## src/rtl/piso_serializer_pkg.sv

```systemverilog
// -----------------------------------------------------------------------------
// serial_pkg: types and helpers shared by the serial-stream blocks.
//   ser_state_t : serializer FSM states (idle / shifting / inter-word gap)
//   cnt_w()     : bit-counter width for a given word width, never below 1
//   GAP_W       : width of the inter-word gap counter
// No ports (package).
// -----------------------------------------------------------------------------
package serial_pkg;

    typedef enum logic [1:0] {
        ST_IDLE  = 2'd0,
        ST_SHIFT = 2'd1,
        ST_GAP   = 2'd2
    } ser_state_t;

    localparam int GAP_W = 4;

    function automatic int cnt_w(input int w);
        return (w < 2) ? 1 : $clog2(w);
    endfunction

endpackage

```

## src/rtl/piso_serializer_if.sv

```systemverilog
// -----------------------------------------------------------------------------
// piso_serializer_if: parallel-in / serial-out stream bundle.
//   in_data/in_valid/in_ready : parallel word handshake (upstream -> serializer)
//   hold_i                    : stall, shared with the downstream serial stage
//   ser_o/bit_valid_o         : serial bit and its qualifier
//   first_o/last_o            : LSB / MSB markers for the current bit
//   busy_o                    : serializer is not idle
// master = word producer / serial consumer side; slave = serializer.
// -----------------------------------------------------------------------------
interface piso_serializer_if #(
    parameter int WIDTH = 8
);
    logic [WIDTH-1:0] in_data;
    logic             in_valid;
    logic             in_ready;
    logic             hold_i;
    logic             ser_o;
    logic             bit_valid_o;
    logic             first_o;
    logic             last_o;
    logic             busy_o;

    modport master (
        output in_data, in_valid, hold_i,
        input  in_ready, ser_o, bit_valid_o, first_o, last_o, busy_o
    );

    modport slave (
        input  in_data, in_valid, hold_i,
        output in_ready, ser_o, bit_valid_o, first_o, last_o, busy_o
    );
endinterface

```

## src/rtl/piso_serializer.sv

```systemverilog
// -----------------------------------------------------------------------------
// piso_serializer: takes a WIDTH-bit word over valid/ready and shifts it out
// LSB first, one bit per t_clk cycle, optionally followed by GAP idle cycles.
// Ports:
//   t_clk : clock, rising edge
//   r     : asynchronous active-high reset; drops any word in flight
//   bus   : piso_serializer_if.slave (handshake, hold, serial outputs)
// All serial outputs are registered; in_ready and busy_o are decoded from
// the current state.
// -----------------------------------------------------------------------------
module piso_serializer
    import serial_pkg::*;
#(
    parameter int WIDTH = 8,
    parameter int GAP   = 0
) (
    input  logic           t_clk,
    input  logic           r,
    piso_serializer_if.slave bus
);

    localparam int                CW       = cnt_w(WIDTH);
    localparam logic [CW-1:0]     CNT_LAST = CW'(WIDTH - 1);
    // Gap counter counts GAP-1 down to 0, giving exactly GAP idle cycles.
    localparam logic [GAP_W-1:0]  GAP_LOAD = (GAP > 0) ? GAP_W'(GAP - 1) : '0;

    ser_state_t       r_state, w_state;
    logic [WIDTH-1:0] r_sreg,  w_sreg;
    logic [CW-1:0]    r_cnt,   w_cnt;
    logic [GAP_W-1:0] r_gcnt,  w_gcnt;
    logic             r_ser,   w_ser;
    logic             r_bv,    w_bv;
    logic             r_first, w_first;
    logic             r_last,  w_last;
    logic             w_ready;
    logic             w_accept;

    // With no gap, the MSB cycle can take the next word so streams run
    // back-to-back. Hold blocks acceptance because every register is frozen.
    assign w_ready  = !bus.hold_i &&
                      ((r_state == ST_IDLE) ||
                       ((r_state == ST_SHIFT) && (r_cnt == CNT_LAST) && (GAP == 0)));
    assign w_accept = bus.in_valid && w_ready;

    always_ff @(posedge t_clk or posedge r) begin
        if (r) begin
            r_state <= ST_IDLE;
            r_sreg  <= '0;
            r_cnt   <= '0;
            r_gcnt  <= '0;
            r_ser   <= 1'b0;
            r_bv    <= 1'b0;
            r_first <= 1'b0;
            r_last  <= 1'b0;
        end else begin
            r_state <= w_state;
            r_sreg  <= w_sreg;
            r_cnt   <= w_cnt;
            r_gcnt  <= w_gcnt;
            r_ser   <= w_ser;
            r_bv    <= w_bv;
            r_first <= w_first;
            r_last  <= w_last;
        end
    end

    always_comb begin
        w_state = r_state;
        w_sreg  = r_sreg;
        w_cnt   = r_cnt;
        w_gcnt  = r_gcnt;
        w_ser   = r_ser;
        w_bv    = r_bv;
        w_first = r_first;
        w_last  = r_last;

        if (w_accept) begin
            // LSB goes straight to the output register; the rest waits in sreg.
            w_sreg  = bus.in_data >> 1;
            w_ser   = bus.in_data[0];
            w_first = 1'b1;
            w_bv    = 1'b1;
            w_last  = 1'b0;
            w_cnt   = '0;
            w_state = ST_SHIFT;
        end else if (!bus.hold_i) begin
            case (r_state)
                ST_SHIFT: begin
                    if (r_cnt != CNT_LAST) begin
                        w_ser   = r_sreg[0];
                        w_sreg  = r_sreg >> 1;
                        w_cnt   = r_cnt + 1'b1;
                        w_first = 1'b0;
                        w_last  = ((r_cnt + 1'b1) == CNT_LAST);
                    end else begin
                        if (GAP > 0) begin
                            w_state = ST_GAP;
                            w_gcnt  = GAP_LOAD;
                        end else begin
                            w_state = ST_IDLE;
                        end
                        w_ser   = 1'b0;
                        w_bv    = 1'b0;
                        w_first = 1'b0;
                        w_last  = 1'b0;
                    end
                end
                ST_GAP: begin
                    if (r_gcnt == '0) w_state = ST_IDLE;
                    else              w_gcnt  = r_gcnt - 1'b1;
                end
                default: ;
            endcase
        end
    end

    assign bus.in_ready    = w_ready;
    assign bus.ser_o       = r_ser;
    assign bus.bit_valid_o = r_bv;
    assign bus.first_o     = r_first;
    assign bus.last_o      = r_last;
    assign bus.busy_o      = (r_state != ST_IDLE);

endmodule

```

## src/flat_wrapper.sv

```systemverilog
// flat-port wrapper written by rule: the top's interface ports become plain ports
module piso_serializer_flat import serial_pkg::*;
#(
    parameter int WIDTH = 8,
    parameter int GAP   = 0
)
  (t_clk, r, bus_in_data, bus_in_valid, bus_hold_i, bus_in_ready, bus_ser_o, bus_bit_valid_o, bus_first_o, bus_last_o, bus_busy_o);
  piso_serializer_if #(.WIDTH(WIDTH)) bus_i ();
  input  logic t_clk;
  input  logic r;
  input wire logic [$bits(bus_i.in_data)-1:0] bus_in_data;
  input wire logic [$bits(bus_i.in_valid)-1:0] bus_in_valid;
  input wire logic [$bits(bus_i.hold_i)-1:0] bus_hold_i;
  output wire logic [$bits(bus_i.in_ready)-1:0] bus_in_ready;
  output wire logic [$bits(bus_i.ser_o)-1:0] bus_ser_o;
  output wire logic [$bits(bus_i.bit_valid_o)-1:0] bus_bit_valid_o;
  output wire logic [$bits(bus_i.first_o)-1:0] bus_first_o;
  output wire logic [$bits(bus_i.last_o)-1:0] bus_last_o;
  output wire logic [$bits(bus_i.busy_o)-1:0] bus_busy_o;
  assign bus_i.in_data = bus_in_data;
  assign bus_i.in_valid = bus_in_valid;
  assign bus_i.hold_i = bus_hold_i;
  assign bus_in_ready = bus_i.in_ready;
  assign bus_ser_o = bus_i.ser_o;
  assign bus_bit_valid_o = bus_i.bit_valid_o;
  assign bus_first_o = bus_i.first_o;
  assign bus_last_o = bus_i.last_o;
  assign bus_busy_o = bus_i.busy_o;
  piso_serializer #(.WIDTH(WIDTH), .GAP(GAP)) u_core (.t_clk(t_clk), .r(r), .bus(bus_i));
endmodule
```

## config.mk

```make
export PLATFORM = sky130hd
export DESIGN_NAME = piso_serializer_flat
export DESIGN_NICKNAME = d
export VERILOG_FILES = /design/src/rtl/piso_serializer_pkg.sv /design/src/rtl/piso_serializer_if.sv /design/src/rtl/piso_serializer.sv /design/src/flat_wrapper.sv
export SDC_FILE = /design/constraint.sdc
export NUM_CORES = 1
export LEC_CHECK = 0
export CORE_UTILIZATION = 51
export CTS_CLUSTER_SIZE = 30
export DETAILED_ROUTE_END_ITERATION = 12
export GPL_TIMING_DRIVEN = 1
export HOLD_SLACK_MARGIN = 0.06
export PLACE_DENSITY_LB_ADDON = 0.05
export SETUP_SLACK_MARGIN = 0.3
export SYNTH_ARGS = -nofsm -noshare
export SYNTH_HDL_FRONTEND = slang
export SYNTH_SLANG_ARGS = --single-unit
```

## constraint.sdc

```tcl
create_clock -name t_clk -period 2.5 [get_ports t_clk]
set_input_delay 0.375 -clock t_clk [delete_from_list [all_inputs] [get_ports t_clk]]
set_output_delay 0.375 -clock t_clk [all_outputs]
set_load 0.02 [all_outputs]
```

Word-level counts from Yosys, hierarchy flattened

Index checks and enable logic that the tools add are counted.

Add/sub/neg operators: 2
Multiply operators: 0
Div/mod/pow operators: 0
Magnitude comparators: 0
Equal/unequal tests: 9
Shift-type cells: 0
Muxes and demuxes: 28
Bitwise gates (word level): 3
Reductions and logical operators: 16

Operators by type and width:

| operator                                                              | count |
|---|---|
| 8-bit 2-to-1 mux                                                      | 4 |
| 1-bit 2-to-1 mux                                                      | 15 |
| 3-bit 2-to-1 mux                                                      | 4 |
| 2-bit 2-to-1 mux                                                      | 4 |
| 4-bit AND reduction                                                   | 2 |
| 3-bit equality test, second input constant                            | 2 |
| 3-bit AND reduction                                                   | 2 |
| 2-bit nonzero test                                                    | 3 |
| 4-bit logical NOT                                                     | 1 |
| 2-bit by 1-bit != test with 1-bit output, second input constant       | 2 |
| 2-bit case mux with 2 select lines                                    | 1 |
| 4-bit by 1-bit subtractor with 4-bit output, second input constant    | 1 |
| 3-bit by 1-bit adder with 3-bit output, second input constant         | 1 |
| 1-bit logical AND                                                     | 3 |
| 3-bit by 1-bit != test with 1-bit output, second input constant       | 1 |
| 3-bit by 2-bit != test with 1-bit output, second input constant       | 1 |
| 3-bit != test, second input constant                                  | 1 |
| 1-bit NOT                                                             | 3 |
| 3-bit nonzero test                                                    | 1 |
| 2-bit by 1-bit equality test with 1-bit output, second input constant | 1 |
| 2-bit equality test, second input constant                            | 1 |
| 2-bit logical NOT                                                     | 1 |
| 2-bit AND reduction                                                   | 1 |
| 1-bit logical NOT                                                     | 1 |
| 1-bit logical OR                                                      | 1 |

Flip-flop bits (word level): 21
Bits in latches: 0
RAM bits: 0
Memory bits (read-only): 0
Input port bits: 12
Output and inout port bits: 6
Logic and storage cells: 66
Memories: 0

Longest topological paths before layout

Gate-level depths: netlist of the first run.

Depth in word-level cells: 7
Depth in mapped cells: 6
Mapped depth without buffers: 5

Least setup slack after synthesis of the first run

No wires, ideal clock.

Kind: register -> register
Start point: register u_core.r_cnt[1]
End point: register u_core.r_cnt[0]
Library setup time: 125 ps
Arrival: 1,343 ps
Required time: 2,375 ps
Setup slack: 1,032 ps
Stages on the path, launching flop included: 6
Path buffers: 0
Period minus slack after synthesis: 1,468 ps
Cells stage by stage: dfrtp_1 ha_1 ha_1 nor2b_1 o21ai_2 mux2_2

Cells in the longest elaborated chain, start to end: 7
Elaborated cells on any way between the ends: 11
Classes of those cells: 3 x eq/ne; 1 x mux; 7 x reduce/logical

Ends and longest elaborated chain:

| item                                                                                                   | line                  | text |
|---|---|---|
| from (decl)                                                                                            | piso_serializer.sv:29 | `logic [CW-1:0] r_cnt, w_cnt;` |
| from (signal assigned)                                                                                 | piso_serializer.sv:58 | `r_cnt <= w_cnt;` |
| 3-bit equality test                                                                                    | piso_serializer.sv:42 | `((r_state == ST_SHIFT) && (r_cnt == CNT_LAST) && (GAP == 0)));` |
| 1-bit logical AND                                                                                      | piso_serializer.sv:42 |  |
| 1-bit logical OR                                                                                       | piso_serializer.sv:41 | `((r_state == ST_IDLE) \|\|` |
| 1-bit logical AND                                                                                      | piso_serializer.sv:40 | `assign w_ready = !bus.hold_i &&` |
| 1-bit logical AND                                                                                      | piso_serializer.sv:43 | `assign w_accept = bus.in_valid && w_ready;` |
| 2-bit by 1-bit != test with 1-bit output (no source line) / 2-bit nonzero test (equally long branches) | -                     |  |
| 3-bit AND reduction (no source line)                                                                   | -                     |  |

Parallel ways exist; a longest one is shown, timed or not.
A chain may end at the register's enable or synchronous reset.

Worst setup path in the final report of the first run

Start point: register u_core.r_cnt[1]
End point: output port bus_in_ready

Cells in the longest elaborated chain, start to end: 4

Ends and longest elaborated chain:

| item                | line                  | text |
|---|---|---|
| 3-bit equality test | piso_serializer.sv:42 |  |
| 1-bit logical AND   | piso_serializer.sv:42 |  |
| 1-bit logical OR    | piso_serializer.sv:41 |  |
| 1-bit logical AND   | piso_serializer.sv:40 |  |
| to (decl)           | flat_wrapper.sv:14    | `output wire logic [$bits(bus_i.in_ready)-1:0] bus_in_ready;` |

Every way passes these cells.

==> metrics.txt, run 1 <==
top-count cell post-synth=dfrtp_1; TritonCTS clock tree=built; per-cell routed wire length=between 15 and 20 um; Slowest cell on crit path=dfrtp_1; routed vias/inst=about 6.1; first-pass GRT wire length=approximately 2500 um; largest area contributor in the netlist=dfrtp_1; number of global-route vias before repair=roughly 570; DP HPWL=between 1000 and 1500 um; worst hold path type=in2async; Clk pin slew, worst setup/hold paths=approximately 100 ps; Setup Skew=between 8 and 9 ps; Power Dens Cells=just under 900 mW/mm^2; main area contributors after synthesis=dfrtp_1, and3b_1, o2bb2ai_1; RSZ-0062 raised after global routing=false; VDD IR max=0.642 mV; Tmin final=roughly 2000 ps; drt drc=0; Async SR Flop Fraction=100%; Routed Antenna Nets=0; WP buf/inv=1; status=complete, no violations; Remaining Overflow, GRT=0; largest net degree at the start of global routing=16; Max clock buf depth=2; CP delay by family, top=adder cells; row count=13; GP Congestion=about 0.82; crit end category=output pin; TNS Setup=0 ps; htree depth=1; Final Non-Filler Cells=approximately 110; IO Count=18; # Post-CTS Setup Buffers=0; CORE AREA=0.00135 mm^2; worst-path fanout max=3; Req. time, crit path=~2100 ps; Metal-1 WL=approximately 710 um; gr usage total=23.3%; Max Used Layer=met4; CTS sink cnt=15; placed insts=slightly above 100; layout cells sized above 1=between 10% and 20%; Final Util=around 74%; initial antenna violation count=0; Post-synth EDFFs=0; Top FF cell, synth=dfrtp_1; nets=108; Tcrit/Tclk final=about four fifths; worst-margin pin slew=~570 ps; routed wl met3=slightly below 80 um; Critical Path Most Common Cell=ha_1; slowest stage delay, CP=410 ps; Initial Utilization=a little under three fifths; die width=between 40 and 50 um; Antenna diodes=0; crit path launch type=register; TritonRoute pass-1 iters=4; Pleak=roughly 0.00046 uW; synthesized cell area=about 770 um^2; met2 WL=831 um; fmax=approximately 500 MHz; Die H=around 41 um; slew margin rel.=between 60% and 70%; area delta synth->final=28.8%; register area share after synthesis=between 40% and 50%; DR iter-0 viols=13; Final Hold Vio Count=0; most instantiated cells after synthesis=dfrtp_1, a31oi_1, and3b_1, o2bb2ai_1, buf_2; Max Cap Viol=0; die area=0.00167 mm^2; final setup fails=0; drt total wl=roughly 1700 um; port bufs=17; root buf cell=clkbuf_4; Synth Instances=72; clock latency on the worst-skew pair=roughly 290 ps; syn nets=87; Inserted Clock Buffers=3; worst hold margin=about 430 ps; area share of the largest cell type after synthesis=approximately 49%; worst path cell trace=ha_1 -> ha_1 -> nor2b_2 -> nor2_1 -> dlygate4sd2_1; Ys Warns=0; CP Class=reg2out; final slew viol count=0; Unique masters post-synth=23; Critical Path AT=about 1600 ps; total vias in the final route=~650; Mapped Avg Cell Area=approximately 11 um^2; Synth Register Bits=15
[flip-flops by register name (all words and copies together) (netlist names)]
name / count
u_core.r_sreg: 7
u_core.r_cnt: 3
u_core.bus.bit_valid_o: 1
u_core.bus.first_o: 1
u_core.bus.last_o: 1
u_core.bus.ser_o: 1
u_core.r_state: 1
[per-layer routing]
layer	GRT usage, %	up-vias
met4	10.0	0
met3	4.89	4
li1	-	310
met5	0	-
met2	38.3	23
met1	29.1	312
[cell type report]
cell class                 count  area [um^2]
timing repair buffer          21          199
multi-input combinational     49          363
tap                           15         18.8
clock buffer                   3         22.5
inverter                       3         11.3
sequential                    15          375
fill                         101          355
clock inverter                 1         5.00
[metrics by stage]
step                setup WS [ps]  cell area [um^2]  total power, uW
floorplan                    1030               772              623
global placement              582               966              737
detailed placement            515               966              750
CTS                           483               995              891
global route                  402               995              942
finish                        490               995              887
[cells in the final DEF, fill, tap and decap left out, types with 2 or more instances in the layout]
| cell type | synthesis | routed |
|---|---|---|
| buf_4 | 0 | 4 |
| nand2_1 | 2 | 2 |
| nor2_1 | 4 | 4 |
| clkbuf_4 | 0 | 3 |
| dfrtp_1 | 15 | 15 |
| a21oi_1 | 2 | 2 |
| nand2b_1 | 3 | 3 |
| a31oi_1 | 7 | 7 |
| ha_1 | 3 | 3 |
| and3b_1 | 6 | 6 |
| a21o_1 | 2 | 2 |
| inv_1 | 3 | 3 |
| o2bb2ai_1 | 6 | 6 |
| a32o_1 | 3 | 3 |
| clkdlybuf4s50_1 | 0 | 16 |
[path summary, 6_finish.rpt]
check,startpoint,end,slack [ps],cells past startpoint
setup / recovery,u_core.r_cnt[1],bus_in_ready,490,5
hold / removal,r,u_core.r_sreg[3],430,2
setup reg to reg,u_core.r_cnt[1],u_core.bus.last_o,710,6
hold reg to reg,u_core.r_sreg[5],u_core.r_sreg[5],490,1
max in group asynchronous,r,u_core.bus.ser_o,1690,2
min in group t_clk,u_core.r_sreg[5],u_core.r_sreg[5],490,1
[power breakdown]
group | switching [uW] | total, uW | leakage, uW | internal, uW
clock network | 80.8 | 140 | 0.0000177 | 59.4
registers | 47.8 | 373 | 0.000195 | 326
logic | 184 | 373 | 0.000251 | 189
[what timing repair did]
action / CTS / global route
hold buffers: 0 / 0
resized for setup: 2 / 0
setup endpoints to repair: 1 / 0
[kinds of logic (layout without fill, tap and decap cells)]
kind of cell             after synthesis  in the layout  share of synthesized area, %
AND/OR/NAND/NOR                       21             21                          17.0
flip-flops                            15             15                          48.6
multiplexers                           1              1                          1.46
buffers and inverters                  8             28                          4.70
AO/OA/AOI/OAI                         24             24                          23.3
adder cells (fa/ha/maj)                3              3                          4.86
Power figures use the tool's default switching activity.
==> inputs of run 2 (changes only) <==
--- a/config.mk
+++ b/config.mk
@@ -5,7 +5,7 @@
 export SDC_FILE = /design/constraint.sdc
 export NUM_CORES = 1
 export LEC_CHECK = 0
-export CORE_UTILIZATION = 51
+export CORE_UTILIZATION = 47
 export CTS_CLUSTER_SIZE = 30
 export DETAILED_ROUTE_END_ITERATION = 12
 export GPL_TIMING_DRIVEN = 1
==> constraint.sdc (replaced) <==
create_clock -name t_clk -period 1.95 [get_ports t_clk]
set_input_delay 0.2925 -clock t_clk [delete_from_list [all_inputs] [get_ports t_clk]]
set_output_delay 0.2925 -clock t_clk [all_outputs]
set_load 0.02 [all_outputs]
==> metrics.txt, run 2 (same netlist as run 1, synthesis figures left out) <==
combinational power share=45.7% (+3.6 points); first-pass GRT wire length=2860 um (+15%); busiest grt layer=met2; TritonCTS clock tree=built; sw frac=34.9% (-0.34 points); number of global-route vias before repair=660 (+15%); Remaining Overflow, GRT=0 (unchanged); crit path launch type=register; slew margin rel.=61.4% (-0.49 points); row count=14 (+1); Max clock buf depth=2 (unchanged); DP HPWL=1100 um (-3.8%); TritonRoute pass-1 iters=4 (unchanged); Pleak=0.000485 uW (+4.7%); TNS Setup=0 ps (unchanged); Max Cap Viol=0 (unchanged); die area=0.00181 mm^2 (+8.1%); Biggest register=u_core.r_sreg; Filler cells=126 (+25%); Tmin final=roughly 1600 ps; WP buf/inv=1 (unchanged); M3 GR Usage=3.02% (-1.9 points); Seq pwr share=39.2% (-2.9 points); switching power=426 uW (+36%); P_int=794 uW (+38%); nets=112 (+3.7%); Setup Skew=5.74 ps (-2.47 ps); routed vias/inst=5.84 (-3.7%); footprint of the multi-input gates=393 um^2 (+8.3%); gr usage total=21.3% (-1.9 points); drt total wl=1700 um (+3.1%); most frequent cells in the layout=clkdlybuf4s50_1, dfrtp_1, buf_4; Antenna diodes=0 (unchanged); drt drc=0 (unchanged); crit end category=output pin; slowest stage delay, CP=390 ps (-20 ps); Storage cell area=375 um^2 (unchanged); largest net degree at the start of global routing=16 (unchanged); Power Dens Cells=1160 mW/mm^2 (+30%); worst-path fanout max=2 (-1); final setup fails=0 (unchanged); Initial Utilization=50.7% (-6.5 points); final slew viol count=0 (unchanged); die width=42.5 um (+4.0%); VDD IR max=0.733 mV (+14%); CP Class=reg2out; CORE AREA=0.00152 mm^2 (+13%); area delta synth->final=36.5%; Final Hold Vio Count=0 (unchanged); grt met1 use=26.7% (-2.4 points); Req. time, crit path=1660 ps (-460 ps); worst hold path type=in2async; Regs by FF count=u_core.r_sreg x7, u_core.r_cnt x3; CTS sink cnt=15 (unchanged); DR iter-0 viols=4 (-9); RSZ-0062 raised after global routing=true; clock latency on the worst-skew pair=290 ps (about the same); fmax=slightly above 600 MHz; placed inst area=982 um^2 (+1.7%); met2 usage=34.5% (-3.8 points); CP delay by family, top=flip-flops; Tcrit/Tclk final=between 80% and 90%; per-cell routed wire length=15.2 um (-1.5%); root buf cell=clkbuf_4; cell area after layout=0.00105 mm^2 (+5.9%); GP Congestion=0.737 (-11%); total vias in the final route=654 (+0.77%); IO Count=18 (unchanged); worst path cell trace=ha_2 -> ha_4 -> nor2b_4 -> nor2_1 -> buf_4; layout cells sized above 1=20.8% (+8.9 points); Critical Path AT=1340 ps (-300 ps); port bufs=17 (unchanged); Clk pwr share=15.0% (-0.8 points); worst-margin pin slew=579 ps (+7.33 ps); htree depth=1 (unchanged); status=complete, no violations; initial antenna violation count=0 (unchanged); Die H=42.5 um (+4.0%); number of flip-flops in the largest register=7 (unchanged); Clk pin slew, worst setup/hold paths=100 ps (about the same); Slowest cell on crit path=dfrtp_1; Routed Antenna Nets=0 (unchanged); Inserted Clock Buffers=3 (unchanged)
==> run 2: layout make-up <==
class | count | share of cell area (%)
Clock buffer | 3 | 2.14
Sequential cell | 15 | 35.6
Tap cell | 16 | 1.90
Timing Repair Buffer | 25 | 21.5
Clock inverter | 1 | 0.475
Inverter | 3 | 1.07
Multi-Input combinational cell | 49 | 37.3
==> run 2: metrics by stage <==
step,utilization [%],setup slack (ps),hold WS (ps),std cells,total power [uW]
2_1_floorplan,-,482,194,72,799
3_3_place_gp,64.4,186,465,106,959
3_5_place_dp,64.4,173,471,106,972
4_1_cts,66.7,236,363,111,1170
5_1_grt,69.1,250,439,112,1300
6_report,69.1,317,349,112,1220
==> run 2: worst register-to-register path: stages (launching register included) <==
cell     delay, ps
dfrtp_1        390
ha_2           200
ha_4           170
buf_4          170
a32o_1         220
or3_1          300
==> run 2: power by group through the flow <==
stage	combinational [uW]	sequential (uW)	clock, uW
finish	558	478	183
global route	614	489	200
CTS	508	472	187
detailed placement	492	480	0
global placement	482	478	0
floorplan	294	505	0
==> run 2: repair_timing <==
item / in CTS / in global routing
hold buffers: 0 / 0
setup buffers: 1 / 1
setup endpoints to repair: 13 / 13
resized for setup: 7 / 7
==> run 2: metal layers <==
| metal | part of all wire, % | routed length (um) |
|---|---|---|
| met3 | 3.6 | 61 |
| met5 | 0 | 0 |
| met4 | 1.0 | 17 |
| met1 | 48 | 813 |
| met2 | 48 | 811 |
==> run 2: worst paths after layout <==
check,depth (start not counted),to,start,slack [ps]
min in group t_clk,1,u_core.r_sreg[1],u_core.r_sreg[1],490
setup reg to reg,5,u_core.bus.ser_o,u_core.r_cnt[0],380
hold / removal,2,u_core.r_sreg[2],r,350
max in group asynchronous,2,u_core.r_cnt[1],r,1220
hold reg to reg,1,u_core.r_sreg[1],u_core.r_sreg[1],490
setup / recovery,5,bus_in_ready,u_core.r_cnt[0],320
==> patch: new RTL, settings of run 2 <==
`WIDTH` is set to 8 in 3 places; all go to 10.
--- a/src/rtl/piso_serializer_if.sv
+++ b/src/rtl/piso_serializer_if.sv
@@ -8,7 +8,7 @@
 // master = word producer / serial consumer side; slave = serializer.
 // -----------------------------------------------------------------------------
 interface piso_serializer_if #(
-    parameter int WIDTH = 8
+    parameter int WIDTH = 10
 );
     logic [WIDTH-1:0] in_data;
     logic             in_valid;
--- a/src/rtl/piso_serializer.sv
+++ b/src/rtl/piso_serializer.sv
@@ -11,7 +11,7 @@
 module piso_serializer
     import serial_pkg::*;
 #(
-    parameter int WIDTH = 8,
+    parameter int WIDTH = 10,
     parameter int GAP   = 0
 ) (
     input  logic           t_clk,
--- a/src/flat_wrapper.sv
+++ b/src/flat_wrapper.sv
@@ -1,7 +1,7 @@
 // flat-port wrapper written by rule: the top's interface ports become plain ports
 module piso_serializer_flat import serial_pkg::*;
 #(
-    parameter int WIDTH = 8,
+    parameter int WIDTH = 10,
     parameter int GAP   = 0
 )
   (t_clk, r, bus_in_data, bus_in_valid, bus_hold_i, bus_in_ready, bus_ser_o, bus_bit_valid_o, bus_first_o, bus_last_o, bus_busy_o);
Interface: changed (resized bus_in_data); port bits go from 18 to 20. The function was not compared with the original's and may differ.
==> patch against run 2 <==
  * Power rose by 22%
  * Count of clock-buffer cells in the layout is the same
  * Synthesized area increased by 22%
  * Worst setup slack improved by 9.0 ps
  * Sequential cell count rose by 3
  * Critical path type unchanged
  * Highest routed layer unchanged
  * Final area up 17%
  * Clock skew down 0.95 ps
  * Largest power group unchanged
  * Wire length grew 11%
==> patch: results (changes against run 2) <==
run_status:
  run_status: "completed"  # unchanged
final_layout:
  instances_no_fill: 137  # was 112
  nonClkBufAreaFrac_pct: 20.59  # was 21.50%
  inverters_excl_clock: 20  # was 3
  multi_input_comb_area_um2: 399.1  # was 392.9 µm²
  final_net_count: 131  # was 112
  n_multi_input_combinational_cell: 45  # was 49
  final-seq-area_um2: 451.7  # was 375.4 µm²
  nNonClkBuffers: 26  # was 25
  post_route_cells_drive_above_1_share_pct: 22.32  # was 20.83%
  fillers: 151  # was 126
place:
  post-place-ws_ps: 28.50  # was 173.0 ps
  place.detailed.hpwl_um: 1363  # was 1101 µm
  port_buffer_cells: 19  # was 17
  gpl_wtd_cong: 0.7641  # was 0.7368
global_routing:
  global_route.usage.met2_pct: 34.44  # was 34.46%
  groute.layer.met3.usage_pct: 2.308  # was 3.017%
  use_met1_pct: 26.33  # was 26.67%
  vias_in_the_first_global_route: 743  # was 660
sta:
  final_min_period_over_clock_period_pct: 83.28  # was 83.74%
  clock-skew-final_ps: 4.796  # was 5.743 ps
  worst_pin_slew_ps: 370.4  # was 579.0 ps
logic_synthesis:
  synth-seq-cells: 18  # was 15
  number_of_distinct_library_cells_after_synthesis: 32  # was 23
  yosys-top-cells-area: "dfrtp_1 48%, inv_1 7.9%, a222oi_1 7.4%, ha_1 4.0%, buf_6 3.6%"  # was dfrtp_1 49%, and3b_1 6.8%, o2bb2ai_1 6.8%, a31oi_1 5.7%, ha_1 4.9%
  ys_top_cells_by_count: "20 x inv_1, 18 x dfrtp_1, 7 x a222oi_1"  # was 15 x dfrtp_1, 7 x a31oi_1, 6 x and3b_1, 6 x o2bb2ai_1, 5 x buf_2
  syn-mean-instance-area_um2: 10.98  # was 10.72 µm²
  yosysSeqAreaShare_pct: 47.68  # was 48.62%
detailed_routing:
  met3_wirelength_um: 102  # was 61 µm
  routed_via_density: 5.270  # was 5.839
  met2RoutedLength_um: 943  # was 811 µm
  detail_route.wl_per_cell_um: 13.76  # was 15.21 µm
  drt_initial_violations: 40  # was 4
  routedLengthMet1_um: 826  # was 813 µm
pwr:
  maximum_resistive_drop_on_vdd_mv: 0.5945  # was 0.7333 mV
  p_leak_nw: 0.6095  # was 0.4854 nW
setup_path:
  reg2regPathDepth: 7  # was 5
-- patch: cell types whose count changed after synthesis, sizes merged, moves of 3 or more --
cell / change
a222oi: +7
a31oi: -7
a32o: -3
and3b: -4
dfrtp: +3
inv: +17
o2bb2ai: -5
-- patch: cell families (layout without fill, tap and decap cells) --
group	count (synthesis)	in the layout	synth area share, %
simple gates	17	17	13.38
mux	1	1	1.192
xor+xnor	2	2	1.855
flops	18	18	47.68
compound gates	22	22	20.40
fa+ha+maj	3	3	3.974
buf+inv	23	49	11.52
-- patch: stage by stage --
step	utilization, %	hold slack, ps	power, mW	instance area [µm²]
3_5_place_dp	65.63	468.8	1.289	1182
2_1_floorplan	-	231.1	1.090	944.7
4_1_cts	67.57	314.7	1.489	1217
6_report	68.47	317.2	1.491	1234
3_3_place_gp	65.63	459.5	1.269	1182
5_1_grt	68.47	355.7	1.596	1234
-- patch: report_power, final --
part / internal (mW) / switching [mW]
logic: 0.363 / 0.338
clock network: 0.0715 / 0.102
registers: 0.517 / 0.0999
total: 0.951 / 0.540
